### src/rtl/rca_exec_unit.sv
// RCA execution unit: config/use ops over valid/ready issue, programmable latency,
// operand routing via result-select table, completions queued to a valid/ack writeback FIFO.
module rca_exec_unit #(
  parameter int XLEN            = 32,
  parameter int NUM_RCAS        = 3,
  parameter int NUM_READ_PORTS  = 5,
  parameter int NUM_WRITE_PORTS = 5,
  parameter int ID_W            = 3,
  parameter int MAX_LAT         = 15,
  parameter int FIFO_DEPTH      = 4,
  localparam int RCA_W  = (NUM_RCAS > 1) ? $clog2(NUM_RCAS) : 1,
  localparam int PORT_W = (NUM_WRITE_PORTS > 1) ? $clog2(NUM_WRITE_PORTS) : 1,
  localparam int CFG_W  = $clog2(MAX_LAT + 1),
  localparam int RSEL_W = (NUM_READ_PORTS > 1) ? $clog2(NUM_READ_PORTS) : 1,
  localparam int PTR_W  = $clog2(FIFO_DEPTH),
  localparam int CNT_W  = $clog2(FIFO_DEPTH + 1)
) (
  input  logic                            clk,
  input  logic                            rst,
  input  logic                            issue_valid,
  output logic                            issue_ready,
  input  logic [ID_W-1:0]                 issue_id,
  input  logic [1:0]                      issue_op,
  input  logic [RCA_W-1:0]                issue_rca_sel,
  input  logic [PORT_W-1:0]               issue_port,
  input  logic [CFG_W-1:0]                issue_cfg_data,
  input  logic [NUM_READ_PORTS*XLEN-1:0]  issue_rs,
  output logic                            wb_valid,
  input  logic                            wb_ack,
  output logic [ID_W-1:0]                 wb_id,
  output logic [NUM_WRITE_PORTS*XLEN-1:0] wb_rd,
  output logic                            busy
);

  localparam logic [0:0] S_IDLE = 1'b0;
  localparam logic [0:0] S_EXEC = 1'b1;

  typedef logic [NUM_WRITE_PORTS-1:0][RSEL_W-1:0] sel_row_t;

  logic [0:0]                          state;
  logic [CFG_W-1:0]                    lat_cnt;
  logic [ID_W-1:0]                     ex_id;
  logic [NUM_READ_PORTS-1:0][XLEN-1:0] ex_rs;
  sel_row_t                            ex_sel;
  logic                                ex_kill;

  sel_row_t         result_sel [NUM_RCAS];
  logic [CFG_W-1:0] latency    [NUM_RCAS];

  logic [NUM_WRITE_PORTS*XLEN-1:0] mem_rd [FIFO_DEPTH];
  logic [ID_W-1:0]                 mem_id [FIFO_DEPTH];
  logic [PTR_W-1:0]                wr_ptr;
  logic [PTR_W-1:0]                rd_ptr;
  logic [CNT_W-1:0]                count;

  logic                                 accept;
  logic                                 rca_ok;
  logic                                 port_ok;
  logic [CFG_W-1:0]                     lat_new;
  logic [RSEL_W-1:0]                    sel_new;
  logic [NUM_WRITE_PORTS-1:0][XLEN-1:0] use_rd;
  logic                                 push_use;
  logic                                 push_cfg;
  logic                                 push;
  logic                                 pop;
  logic [ID_W-1:0]                      push_id;
  logic [NUM_WRITE_PORTS*XLEN-1:0]      push_rd;

  assign issue_ready = (state == S_IDLE) && (count < CNT_W'(FIFO_DEPTH));
  assign accept      = issue_valid && issue_ready;
  assign rca_ok      = 32'(issue_rca_sel) < NUM_RCAS;
  assign port_ok     = 32'(issue_port) < NUM_WRITE_PORTS;
  assign sel_new     = RSEL_W'(32'(issue_cfg_data) % 32'(NUM_READ_PORTS));

  always_comb begin
    lat_new = issue_cfg_data;
    if (issue_cfg_data == '0)
      lat_new = CFG_W'(1);
    else if (32'(issue_cfg_data) > MAX_LAT)
      lat_new = CFG_W'(MAX_LAT);
  end

  always_comb begin
    use_rd = '0;
    for (int w = 0; w < NUM_WRITE_PORTS; w++)
      use_rd[w] = ex_rs[ex_sel[w]];
    if (ex_kill)
      use_rd = '0;
  end

  // Pushes from config ops happen only while IDLE, use pushes only in EXEC,
  // so the two sources never collide.
  assign push_use = (state == S_EXEC) && (lat_cnt == '0);
  assign push_cfg = accept && (issue_op != 2'd0);
  assign push     = push_use || push_cfg;
  assign pop      = wb_valid && wb_ack;
  assign push_id  = push_use ? ex_id : issue_id;
  assign push_rd  = push_use ? use_rd : '0;

  always_ff @(posedge clk or posedge rst) begin
    if (rst) begin
      state   <= S_IDLE;
      lat_cnt <= '0;
      ex_id   <= '0;
      ex_rs   <= '0;
      ex_sel  <= '0;
      ex_kill <= 1'b0;
      wr_ptr  <= '0;
      rd_ptr  <= '0;
      count   <= '0;
      for (int r = 0; r < NUM_RCAS; r++) begin
        latency[r] <= CFG_W'(1);
        for (int w = 0; w < NUM_WRITE_PORTS; w++)
          result_sel[r][w] <= (w < NUM_READ_PORTS) ?
                              RSEL_W'(NUM_READ_PORTS - 1 - w) : '0;
      end
    end else begin
      if (accept) begin
        unique case (issue_op)
          2'd0: begin
            state   <= S_EXEC;
            ex_id   <= issue_id;
            ex_rs   <= issue_rs;
            ex_kill <= !rca_ok;
            ex_sel  <= rca_ok ? result_sel[issue_rca_sel] : '0;
            lat_cnt <= rca_ok ? latency[issue_rca_sel] - CFG_W'(1) : '0;
          end
          2'd1: begin
            if (rca_ok && port_ok)
              result_sel[issue_rca_sel][issue_port] <= sel_new;
          end
          2'd2: begin
            if (rca_ok)
              latency[issue_rca_sel] <= lat_new;
          end
          2'd3: ;
        endcase
      end else if (state == S_EXEC) begin
        if (lat_cnt == '0)
          state <= S_IDLE;
        else
          lat_cnt <= lat_cnt - CFG_W'(1);
      end
      if (push)
        wr_ptr <= wr_ptr + PTR_W'(1);
      if (pop)
        rd_ptr <= rd_ptr + PTR_W'(1);
      count <= count + CNT_W'(push) - CNT_W'(pop);
    end
  end

  always_ff @(posedge clk) begin
    if (push) begin
      mem_id[wr_ptr] <= push_id;
      mem_rd[wr_ptr] <= push_rd;
    end
  end

  assign wb_valid = (count != '0);
  assign wb_id    = wb_valid ? mem_id[rd_ptr] : '0;
  assign wb_rd    = wb_valid ? mem_rd[rd_ptr] : '0;
  assign busy     = (state == S_EXEC) || wb_valid;

endmodule

### config.mk
export PLATFORM = sky130hd
export DESIGN_NAME = rca_exec_unit
export DESIGN_NICKNAME = d
export VERILOG_FILES = /design/src/rtl/rca_exec_unit.sv
export SDC_FILE = /design/constraint.sdc
export NUM_CORES = 1
export LEC_CHECK = 0
export BUFFER_PORTS_ARGS = -buffer_cell sky130_fd_sc_hd__buf_2
export CORE_MARGIN = 2
export CORE_UTILIZATION = 54
export CTS_CLUSTER_SIZE = 20
export DETAILED_ROUTE_END_ITERATION = 7
export PLACE_DENSITY_LB_ADDON = 0.3
export SLEW_MARGIN = 20
export SYNTH_ARGS = -nofsm -noshare
export SYNTH_HDL_FRONTEND = slang
export SYNTH_SLANG_ARGS = --single-unit
### constraint.sdc
create_clock -name clk -period 7.1 [get_ports clk]
set_clock_uncertainty 0.2 [all_clocks]
set_input_delay 0.71 -clock clk [delete_from_list [all_inputs] [get_ports clk]]
set_output_delay 0.71 -clock clk [all_outputs]
set_load 0.01 [all_outputs]
==> impl_metrics.yaml <==
sta:
  setup_tns_ns: 0
  slew_violations: 0
  timing.hold.ws_ns: 0.06234
  fin_crit_ns: 4.099
  slew_headroom_pct: 25.02
  max_freq_mhz: 244.0
  finalSetupViolCount: 0
  period_share_pct: 57.73
  worstMarginPinSlew_ns: 1.119
  finalHoldViolCount: 0
  grt_setup_unrepaired: "false"
synthesis:
  syn_area_um2: 40590
  synth_top_area_share_pct: 48.23
  syn_avg_cell_area_um2: 15.00
  synth_fp_nets: 2899
  netlist_instances: 2706
  synth_top_area_cell: "edfxtp_1"
  synth_edf_count: 652
  yosysMostFrequentCell: "edfxtp_1"
  yosysSeqAreaShare_pct: 63.57
  synth_cell_types: 52
  synth-seq-cells: 900
  yosysWarnings: 0
  async_flop_share_pct: 27.56
  synth_common_cells: "652 x edfxtp_1, 550 x nand2_1, 323 x mux4_2, 230 x dfrtp_1, 190 x nor2_1"
  ys.flop_type: "edfxtp_1"
  synthTopCellsByArea: "edfxtp_1 48%, mux4_2 18%, dfrtp_1 14%, nand2_1 5.1%, a22oi_1 3.0%"
clock_network:
  tritoncts: "yes"
  clock_tree.root_cell: "clkbuf_16"
  cts_sinks: 900
  clockBufferDepth: 3
  cts_resized: 0
  cts_max_level: 3
  cts_hold_buf: 1
  clkTransAtPathRegs_ns: 0.06
  numCtsBuffers: 91
  postCtsSetupBuffers: 0
  insertion_delay_ns: 0.65
setup_path:
  max_stage_delay_ns: 0.81
  start_kind: "register"
  critPathCaptureType: "primary output"
  cp_num_buf_inv: 2
  required_ns: 6.19
  crit_type: "reg2out"
  startpoint: "count[2]"
  reg2regPathDepth: 4
  timing.rr.start: "count[2]"
  cpLargestDelayFamily: "buffers and inverters"
  cp_slowest_cell: "buf_4"
  worstPathMaxFanout: 86
  crit_arrival_ns: 3.19
  crit_chain: "or3_4 -> buf_4 -> and2_1 -> buf_2"
  worstSetupPathDepth: 4
final_layout:
  layout-drive-gt1-share_pct: 30.40
  syn2layout_area_growth_pct: 13.98
  final_net_count: 3184
  fin_area_um2: 46270
job:
  cap_violations: 0
grt:
  grt_remaining_overflow: 0
  grt_pass1_vias: 25969
  grt_util_all_layers_pct: 29.43
  grt_pass1_wl_um: 167500
  grt_max_degree: 167
  antenna_found_initial: 1
routing:
  ant_nets: 0
  drt_iter0_markers: 3031
  via_per_inst: 6.324
  drtPass1Iterations: 6
  drc: 0
  vias: 25541
  routedWlPerCell_um: 27.98
  wl_um: 113000
die:
  num_rows: 100
  start_util_pct: 54.53
  fp.dieW_um: 278.2
  io_pins: 344
  die_area_um2: 77380
  die_h_um: 278.2
  core-area_um2: 74450
place:
  hpwl_um: 70740
  io_buffers: 343
  postPlaceCellArea_um2: 43170
  gp_congestion: 0.8857
hold_path:
  holdPathStages: 3
  hp-start: "issue_rs[99]"
  min-delay-path-class: "in2reg"
outcome:
  status: "complete, no violations"
power:
  power.density_nw_per_um2: 427.3
  worst_ir_drop_vdd_v: 0.0002595
  leakage_uw: 0.01739
==> worst register-to-register path: cells and delay by family, from the launching register on <==
kind	cells	cell delay, ns
AO/OA/AOI/OAI	1	0.62
AND/OR/NAND/NOR	2	1.40
buffers and inverters	1	0.54
flip-flops	1	0.45
==> kinds of logic (layout without fill, tap and decap cells) <==
group,count (synthesis),count (layout),synth area share [%]
AO/OA/AOI/OAI,251,251,4.263
XOR/XNOR,8,8,0.1726
adder cells (fa/ha/maj),15,15,0.4808
buffers and inverters,219,582,2.302
flip-flops,900,900,63.57
multiplexers,371,371,19.18
other,0,1,0
AND/OR/NAND/NOR,942,942,10.03
==> metal layers <==
metal	GRT usage, %	wire length (um)
met2	46.82	54490
met4	13.50	5657
met5	0	13
met3	6.212	11000
met1	39.47	41850
==> layout make-up <==
type,count,area (um^2)
diodes,1,2.502
clock buffers,111,2425
clock inverters,60,579.3
fillers,5429,28180
inverters,23,90.09
multi-input cells,1587,13910
flip-flops and latches,900,25830
well taps,969,1212
repair buffers,388,2221
==> through the flow <==
step	worst slack [ns]	instances	power, uW	utilization, %
floorplan	1.022	2706	12160	-
global placement	3.028	3863	14850	57.98
detailed placement	2.961	3863	15020	57.98
CTS	2.969	4035	19810	62.03
global route	2.815	4038	20600	62.15
finish	3.001	4039	19770	62.15
==> layout by cell type, fill, tap and decap left out, types with 32 or more instances in the layout <==
cell	Yosys	routed
nand2_1	550	549
and2_1	168	164
mux4_2	323	323
o21ai_0	47	47
a22oi_1	160	160
buf_4	3	32
dfrtp_1	230	218
buf_2	81	343
nor2_1	190	190
clkbuf_16	0	93
edfxtp_1	652	652
==> where the power goes <==
group          internal [uW]  switching, uW
Sequential              6660            984
Clock                   2770           2030
Combinational           3210           4110
Total                  12600           7130
==> final timing paths <==
path | end | slack (ns)
worst max-delay path | wb_rd[120] | 3.00
worst min-delay path | ex_rs[99] | 0.06
worst max register to register | mem_rd[2][24] | 3.26
worst min register to register | latency[10] | 0.28
max in group asynchronous | ex_rs[135] | 4.84
min in group asynchronous | ex_rs[87] | 0.44
==> flip-flops by register name, indices dropped and copies added (netlist names), 3 cells and up <==
register,count
ex_id,3
ex_sel,15
count,3
result_sel,45
mem_id,12
mem_rd,640
latency,12
ex_rs,160
lat_cnt,4
Note: power is estimated with default switching activity, not from simulation.
